==> config.mk <==
export PLATFORM = sky130hd
export DESIGN_NAME = mux_5_to_1_collector_flat
export DESIGN_NICKNAME = d
export VERILOG_FILES = /design/src/rtl/mux_5_to_1_collector_if.sv /design/src/rtl/mux_5_to_1_collector.sv /design/src/flat_wrapper.sv
export SDC_FILE = /design/constraint.sdc
export NUM_CORES = 1
export LEC_CHECK = 0
export CORE_MARGIN = 3
export CORE_UTILIZATION = 35
export CTS_BUF_LIST = sky130_fd_sc_hd__clkbuf_4 sky130_fd_sc_hd__clkbuf_8 sky130_fd_sc_hd__clkbuf_16
export DETAILED_ROUTE_END_ITERATION = 10
export PLACE_DENSITY_LB_ADDON = 0.1
export SLEW_MARGIN = 25
export SYNTH_ARGS = -nofsm -noshare
export SYNTH_HDL_FRONTEND = slang
export SYNTH_SLANG_ARGS = --single-unit
==> constraint.sdc <==
create_clock -name clk -period 4.26 [get_ports clk]
set_input_delay 0.426 -clock clk [delete_from_list [all_inputs] [get_ports clk]]
set_output_delay 0.426 -clock clk [all_outputs]
set_load 0.01 [all_outputs]
==> src/rtl/mux_5_to_1_collector_if.sv <==
// Lane-side and output-side signals of the 5-to-1 collector.
// The slave modport is the collector's view; master is the surrounding fabric.
interface mux_5_to_1_collector_if #(
    parameter int DATA_WIDTH = 16
);
    logic [5*DATA_WIDTH-1:0] din;
    logic [4:0]              din_valid;
    logic [4:0]              din_ready;
    logic [DATA_WIDTH-1:0]   dout;
    logic [2:0]              dout_sel;
    logic                    dout_valid;
    logic                    dout_ready;

    modport slave (
        input  din, din_valid, dout_ready,
        output din_ready, dout, dout_sel, dout_valid
    );

    modport master (
        output din, din_valid, dout_ready,
        input  din_ready, dout, dout_sel, dout_valid
    );
endinterface

==> src/rtl/mux_5_to_1_collector.sv <==
// Merges five lanes, each with a one-entry buffer, into one registered stream tagged with its lane.
// Define COLLECTOR_STRICT_ORDER_EN to grant only lane ptr (fixed 0..4 order) instead of work-conserving round-robin.
module mux_5_to_1_collector #(
    parameter int DATA_WIDTH = 16
) (
    input  logic                  clk,
    input  logic                  reset,
    mux_5_to_1_collector_if.slave bus
);
    logic [DATA_WIDTH-1:0] buf_d [5];
    logic [4:0]            buf_v;
    logic [2:0]            ptr;

    logic [DATA_WIDTH-1:0] out_data;
    logic [2:0]            out_sel;
    logic                  out_valid;

    logic                  load;
    logic                  grant;
    logic [2:0]            gnt_idx;
    logic [2:0]            next_ptr;
    logic [4:0]            accept;

    // Modulo-5 wrap for a value in 0..9; keeps ptr and dout_sel inside 0..4.
    function automatic logic [2:0] wrap5(input logic [3:0] v);
        logic [3:0] s;
        s = (v >= 4'd5) ? v - 4'd5 : v;
        return s[2:0];
    endfunction

    assign bus.din_ready  = reset ? ~buf_v : 5'b00000;
    assign bus.dout       = out_data;
    assign bus.dout_sel   = out_sel;
    assign bus.dout_valid = out_valid;

    assign load   = ~out_valid | bus.dout_ready;
    assign accept = bus.din_valid & ~buf_v;

    // NOTE: every variable driven here gets a default first, so no path leaves it unassigned and no latch is inferred.
    always_comb begin
        grant   = 1'b0;
        gnt_idx = ptr;
`ifdef COLLECTOR_STRICT_ORDER_EN
        grant = load & buf_v[ptr];
`else
        // Scan from the far end back to ptr so the nearest full buffer wins.
        for (int off = 4; off >= 0; off--) begin
            logic [2:0] idx;
            idx = wrap5({1'b0, ptr} + 4'(off));
            if (buf_v[idx]) begin
                grant   = load;
                gnt_idx = idx;
            end
        end
`endif
        next_ptr = wrap5({1'b0, gnt_idx} + 4'd1);
    end

    // NOTE: sequential state uses non-blocking assignments so every register samples pre-edge values.
    always_ff @(posedge clk) begin
        if (!reset) begin
            buf_v     <= '0;
            ptr       <= '0;
            out_valid <= 1'b0;
            out_data  <= '0;
            out_sel   <= '0;
        end else begin
            // A lane is never drained and refilled in one cycle: accept needs buf_v=0, grant needs buf_v=1.
            for (int i = 0; i < 5; i++) begin
                if (grant && gnt_idx == 3'(i))
                    buf_v[i] <= 1'b0;
                else if (accept[i])
                    buf_v[i] <= 1'b1;
            end
            if (load) begin
                out_valid <= grant;
                if (grant) begin
                    out_data <= buf_d[gnt_idx];
                    out_sel  <= gnt_idx;
                    ptr      <= next_ptr;
                end
            end
        end
    end

    // NOTE: lane data storage is not reset; buf_v alone decides whether a word is meaningful.
    always_ff @(posedge clk) begin
        for (int i = 0; i < 5; i++) begin
            if (reset && accept[i])
                buf_d[i] <= bus.din[i*DATA_WIDTH +: DATA_WIDTH];
        end
    end
endmodule

==> src/flat_wrapper.sv <==
// flat-port wrapper written by rule: the top's interface ports become plain ports
module mux_5_to_1_collector_flat 
#(
    parameter int DATA_WIDTH = 16
)
  (clk, reset, bus_din, bus_din_valid, bus_dout_ready, bus_din_ready, bus_dout, bus_dout_sel, bus_dout_valid);
  mux_5_to_1_collector_if #(.DATA_WIDTH(DATA_WIDTH)) bus_i ();
  input  logic clk;
  input  logic reset;
  input wire logic [$bits(bus_i.din)-1:0] bus_din;
  input wire logic [$bits(bus_i.din_valid)-1:0] bus_din_valid;
  input wire logic [$bits(bus_i.dout_ready)-1:0] bus_dout_ready;
  output wire logic [$bits(bus_i.din_ready)-1:0] bus_din_ready;
  output wire logic [$bits(bus_i.dout)-1:0] bus_dout;
  output wire logic [$bits(bus_i.dout_sel)-1:0] bus_dout_sel;
  output wire logic [$bits(bus_i.dout_valid)-1:0] bus_dout_valid;
  assign bus_i.din = bus_din;
  assign bus_i.din_valid = bus_din_valid;
  assign bus_i.dout_ready = bus_dout_ready;
  assign bus_din_ready = bus_i.din_ready;
  assign bus_dout = bus_i.dout;
  assign bus_dout_sel = bus_i.dout_sel;
  assign bus_dout_valid = bus_i.dout_valid;
  mux_5_to_1_collector #(.DATA_WIDTH(DATA_WIDTH)) u_core (.clk(clk), .reset(reset), .bus(bus_i));
endmodule
==> results of run 1 <==
[state kept, by name (all words and copies together), names as in the netlist]
name	cells
u_core.buf_d	80
u_core.bus.dout_sel	3
u_core.bus.dout_valid	1
u_core.ptr	3
u_core.buf_v	5
u_core.bus.dout	16
[worst reg2reg max path, cell delays in order, from the launching register on]
cell and delay (ns):
dfxtp_1 0.33, buf_4 0.22, ha_1 0.39, nand2b_1 0.16, mux4_2 0.55, mux2_4 0.35
a211oi_2 0.27, a311o_1 0.28, o21ai_4 0.10, ha_1 0.28, ha_1 0.33, a21oi_1 0.05
nand2_1 0.09, o22ai_1 0.08, a311oi_1 0.43
[where the power goes]
part / internal (mW) / leakage [nW] / total, mW / switching [mW]
registers: 1.34 / 0.974 / 1.46 / 0.125
clock network: 0.416 / 0.145 / 0.811 / 0.396
logic: 1.69 / 1.37 / 3.82 / 2.13
total: 3.45 / 2.49 / 6.10 / 2.65
[per-layer routing]
metal / wire, um / GRT usage [%] / share of wire, % / up-vias
met2: 6920 / 29.0 / 48 / 128
met5: 0 / 0 / 0 / -
met3: 788 / 4.44 / 5.4 / 15
li1: - / - / - / 1898
met4: 216 / 5.25 / 1.5 / 0
met1: 6640 / 23.9 / 46 / 1854
[kinds of logic after synthesis]
group,Yosys count,share of synthesized area [%]
AND/OR/NAND/NOR,131,12.6
flip-flops,108,56.0
AO/OA/AOI/OAI,105,15.0
multiplexers,45,8.89
buffers and inverters,40,3.55
adder cells (fa/ha/maj),14,3.45
XOR/XNOR,3,0.496
[final timing paths]
path / startpoint / end / slack (ns) / depth (start not counted)
setup / recovery: u_core.ptr[0] / u_core.ptr[1] / 0.22 / 14
hold reg to reg: u_core.bus.dout_sel[1] / u_core.bus.dout_sel[1] / 0.50 / 2
hold / removal: u_core.bus.dout_sel[1] / u_core.bus.dout_sel[1] / 0.50 / 2
setup reg to reg: u_core.ptr[0] / u_core.ptr[1] / 0.22 / 14
[cell usage after synthesis, types with 3 or more instances]
cell	count	share of area [%]
mux2i_1	41	7.8
or3_1	18	2.1
buf_2	11	1.0
clkbuf_1	14	0.99
o22ai_1	3	0.35
nor2b_1	7	0.83
o21ai_0	10	0.95
a21o_1	4	0.57
edfxtp_1	80	45
o211ai_1	7	0.99
a21boi_0	3	0.43
and2_1	9	1.1
a32o_1	16	3.0
buf_6	3	0.64
nand2b_1	8	0.95
a211o_1	3	0.50
ha_1	13	3.1
inv_1	9	0.64
nand2_1	15	1.1
a21oi_1	19	1.8
nand3_1	7	0.66
o21a_1	3	0.43
nor3b_1	3	0.43
nor2_1	52	3.7
o21ai_1	3	0.28
dfxtp_1	28	11
a211oi_1	4	0.57
[cell type report]
type	count	share of cell area, %
clock inverter	6	0.846
timing repair buffer	128	18.0
tap	184	3.31
inverter	9	0.486
multi-input combinational	298	31.3
sequential	108	42.6
clock buffer	10	3.35
[cell usage in the layout, fill, tap and decap left out, drive strengths merged, types with 11 or more instances in the layout]
| master | instances |
|---|---|
| ha | 13 |
| edfxtp | 80 |
| a21oi | 20 |
| dfxtp | 28 |
| inv | 11 |
| nand2 | 15 |
| a32o | 16 |
| or3 | 18 |
| buf | 16 |
| mux2i | 41 |
| clkdlybuf4s50 | 112 |
| nor2 | 52 |
| o21ai | 13 |
[repair_timing]
action                                 in CTS  in global routing
resized for setup                           0                  3
setup endpoints to repair                   0                  6
endpoints found under the hold margin       0                  0
==> results.ini, run 1 <==
[drt]
num_vias=3895
routed_wl_mm=14.6
drc=0
ant_nets=0
viasPerCell=5.24
drt-pass1-iter-count=5
wl_per_cell_um=19.6
drtIter0Drc=175

[setup_path]
crit_family=compound AO/OA/AOI/OAI gates
cpPeakStageDelay_ns=0.55
cp_data_required_time_ns=4.46
cp_common_cell=ha_1
crit_arrival_ns=4.24
crit_path_top_delay_cell=mux4_2
crit_fanout=15
cp-start-kind=flop
crit_buf_inv=1
worstSetupPathType=reg2reg
path_cells=buf_4 -> ha_1 -> nand2b_1 -> mux4_2 -> mux2_4 -> a211oi_2 -> a311o_1 -> o21ai_4 -> ha_1 -> ha_1 -> a21oi_1 -> nand2_1 -> o22ai_1 -> a311oi_1
endpoint_kind=flop

[timing]
drv_slew=0
period_share_pct=94.7
maxSlewHeadroom_pct=37.4
hold_ws_ns=0.502
finClkSkew_ns=0.00594
tightest_slew_ns=0.939
finalSetupViolCount=0
final_hold_viol_count=0
fmax_mhz=248
min_period_ns=4.04
worst_slack_ns=0.224
setup-tns-final_ns=0
rsz0062_at_grt=no

[final_layout]
nNetsFinal=656
area_growth_pct=31.3
fillCellCount=1367
design_area_um2=6950
drive_gt1_share_pct=8.77
num_antenna_cells=0
finish.utilization_pct=47.5
instances_no_fill=743
ff_latch_area_um2=2960
multi_input_area_um2=2180

[placement]
io_buffers=112
dp.cells=727
hpwl_mm=11.0
gp_congestion=0.945
pre_cts_ws_ns=0.131
placed_cell_area_um2=6640

[die]
dieWidth_um=129
rows=44
die-area_um2=16600
start_util_pct=36.2
die_y_um=129
core_um2=14600
ios=113

[clock_tree]
htree_levels=3
clk_path_buf_depth=2
root_buffer=clkbuf_16
clk_pin_slew_ns=0.07
cts-buffers-inserted=9
worst_skew_pair.late_latency_ns=0.35
post_cts_buffers=0
cts.sinks=108
cts_tree=built
cts_hold_buf=0

[grt]
grtUsageTotal_pct=17.9
overflow=0
grt_pass1_wl_mm=22.4
grt_pass1_vias=4109
grt_antenna_before_repair=0
grt_max_degree=26

[synth]
synth-seq-area-share_pct=56.0
syn_inst=446
synth_nets=548
synthFlopType=edfxtp_1
ys_warn_count=0
synth_seq_cells=108
avgSynthCellArea_um2=11.9
synth_area_um2=5290
async_flop_share_pct=0
synth_cell_types=68
synth_edf_count=80

[power]
ir_worst_vdd_v=0.000485
powerDensity_nw_per_um2=878
finalPower_mw=6.10
p_leak_nw=2.49

[run_status]
outcome=finished clean

[hold_path]
hold_path_class=reg2reg

[job]
cap_violations=0

(Power assumes the default switching activity.)
==> run 2, diff against run 1 <==
Settings changed: CTS_CLUSTER_DIAMETER set to 80.
==> results of run 2 <==
No change in the layout: final DEF, timing and power equal those of run 1.
==> run 3, diff against run 2 <==
Settings changed: CORE_MARGIN 3 to 2.
Clock period 4.26 ns to 5.1 ns, I/O delays scaled along.
==> run 3 against run 2 <==
  * Final cell count shrank 0.40%
  * Non-clock buffer count decreased by 3
  * Count of clock-buffer cells in the layout shrank 1
  * Power shrank 18%
  * Maximum frequency is 12% lower
  * Clock power decreased by 16%
  * Sequential power shrank 15%
  * Largest cell class unchanged
  * Cell area decreased by 0.86%
  * Via count grew 1.1%
==> results.ini, run 3 (same netlist as run 1, synthesis figures left out) <==
[drt]
ant_nets=0
drtIter0Drc=268
num_vias=3936
routed_wl_mm=14.5
wl_per_cell_um=19.6
viasPerCell=5.32
drc=0
drt-pass1-iter-count=5

[setup_path]
crit_buf_inv=2
r2r_start=u_core.ptr[0]
crit_arrival_ns=4.84
r2r_slack_ns=0.49
cp-startpoint=u_core.ptr[0]
cp_data_required_time_ns=5.33
path_cells=inv_1 -> ha_1 -> or3b_2 -> a21oi_1 -> a2111oi_2 -> a211oi_2 -> a311o_1 -> o21ai_4 -> buf_4 -> mux2i_1 -> nor2_1 -> or3_1
r2r_cells=12
crit_path_top_delay_cell=ha_1
worstSetupPathType=reg2reg
endpoint_kind=flop
crit_fanout=23
cpPeakStageDelay_ns=0.82
timing.rr.end=u_core.bus.dout[7]
crit_family=compound AO/OA/AOI/OAI gates
cp-start-kind=flop

[grt]
grt_max_degree=25
grt_pass1_wl_mm=22.3
overflow=0
grt_pass1_vias=3904
grtUsageTotal_pct=18.3
grt_antenna_before_repair=0

[final_layout]
design_area_um2=6890
area_growth_pct=30.2
drive_gt1_share_pct=7.55
final_cell_mix=clkdlybuf4s50_1, edfxtp_1, nor2_1
num_antenna_cells=0
finish.utilization_pct=47.1
largest_register=u_core.buf_d
nNetsFinal=653
largest_register_ffs=80
final_common_cell=clkdlybuf4s50_1

[clock_tree]
htree_levels=3
ctsResizeCount=0
root_buffer=clkbuf_16
cts_tree=built
worst_skew_pair.late_latency_ns=0.35
cts.sinks=108
clk_path_buf_depth=2
cts-buffers-inserted=9
cts_hold_buf=0
post_cts_buffers=0
clk_pin_slew_ns=0.08

[job]
cap_violations=0

[timing]
drv_slew=0
tightest_slew_ns=0.943
setup-tns-final_ns=0
rsz0062_at_grt=no
fmax_mhz=217
maxSlewHeadroom_pct=37.1
finalSetupViolCount=0
finClkSkew_ns=0.00842
worst_slack_ns=0.492
final_hold_viol_count=0
period_share_pct=90.4
min_period_ns=4.61

[placement]
placed_cell_area_um2=6600
io_buffers=112
gp_congestion=0.852
hpwl_mm=10.6
pre_cts_ws_ns=0.559

[power]
powerDensity_nw_per_um2=725
p_leak_nw=2.47
ir_worst_vdd_v=0.000371

[die]
start_util_pct=36.2
die_y_um=127
ios=113
dieWidth_um=127
rows=44
core_um2=14600
die-area_um2=16100

[run_status]
outcome=finished clean

[hold_path]
holdPathStages=2
hold_end=u_core.bus.dout_sel[0]
hold_path.startpoint=u_core.bus.dout_sel[0]
hold_path_class=reg2reg

[run 3: cell type report]
cell class / count / area, um^2
fillers: 1360 / 7750
clock buffers: 9 / 225
repair buffers: 125 / 1220
multi-input cells: 298 / 2160
clock inverters: 7 / 63.8
flip-flops and latches: 108 / 2960
well taps: 184 / 230
inverters: 9 / 33.8
[run 3: worst reg2reg max path: cells and delay by family (launching register included)]
kind                       cells  cell delay [ns]
AOI/OAI and AO/OA              5             1.58
adders and majority gates      1             0.82
buffers and inverters          2             0.61
DFF                            1             0.54
muxes                          1             0.28
and+or+nand+nor                3             0.65
[run 3: per-layer routing]
metal  up-vias  track usage (%)  share of wire (%)
li1       1894                -                  -
met1      1900             25.0                 44
met2       133             30.2                 49
met3         9             4.44                6.1
met4         0             3.56               0.91
met5         -                0                  0
[run 3: where the power goes]
group          total (mW)  internal [mW]  switching, mW  leakage (nW)
clock network       0.683          0.345          0.339         0.144
registers            1.24           1.12          0.122         0.974
logic                3.07           1.35           1.72          1.35
total                5.00           2.82           2.18          2.47
[run 3: worst max path at each step]
stage / to / slack, ns / cells after the start
floorplan: u_core.ptr[0] / 0.90 / 18
global route: u_core.bus.dout[7] / 0.12 / 12
finish: u_core.bus.dout[7] / 0.49 / 12
CTS: u_core.bus.dout[7] / 0.53 / 12
detailed placement: u_core.bus.dout[7] / 0.56 / 12
global placement: u_core.bus.dout[9] / 0.69 / 12
[run 3: metrics by stage]
stage / hold WS, ns / total power, mW / std cells
final: 0.496 / 5.00 / 740
after CTS: 0.501 / 5.03 / 740
after detailed placement: 0.481 / 4.33 / 724
after global placement: 0.486 / 4.32 / 724
after floorplan: 0.520 / 3.44 / 446
after global routing: 0.521 / 5.38 / 740
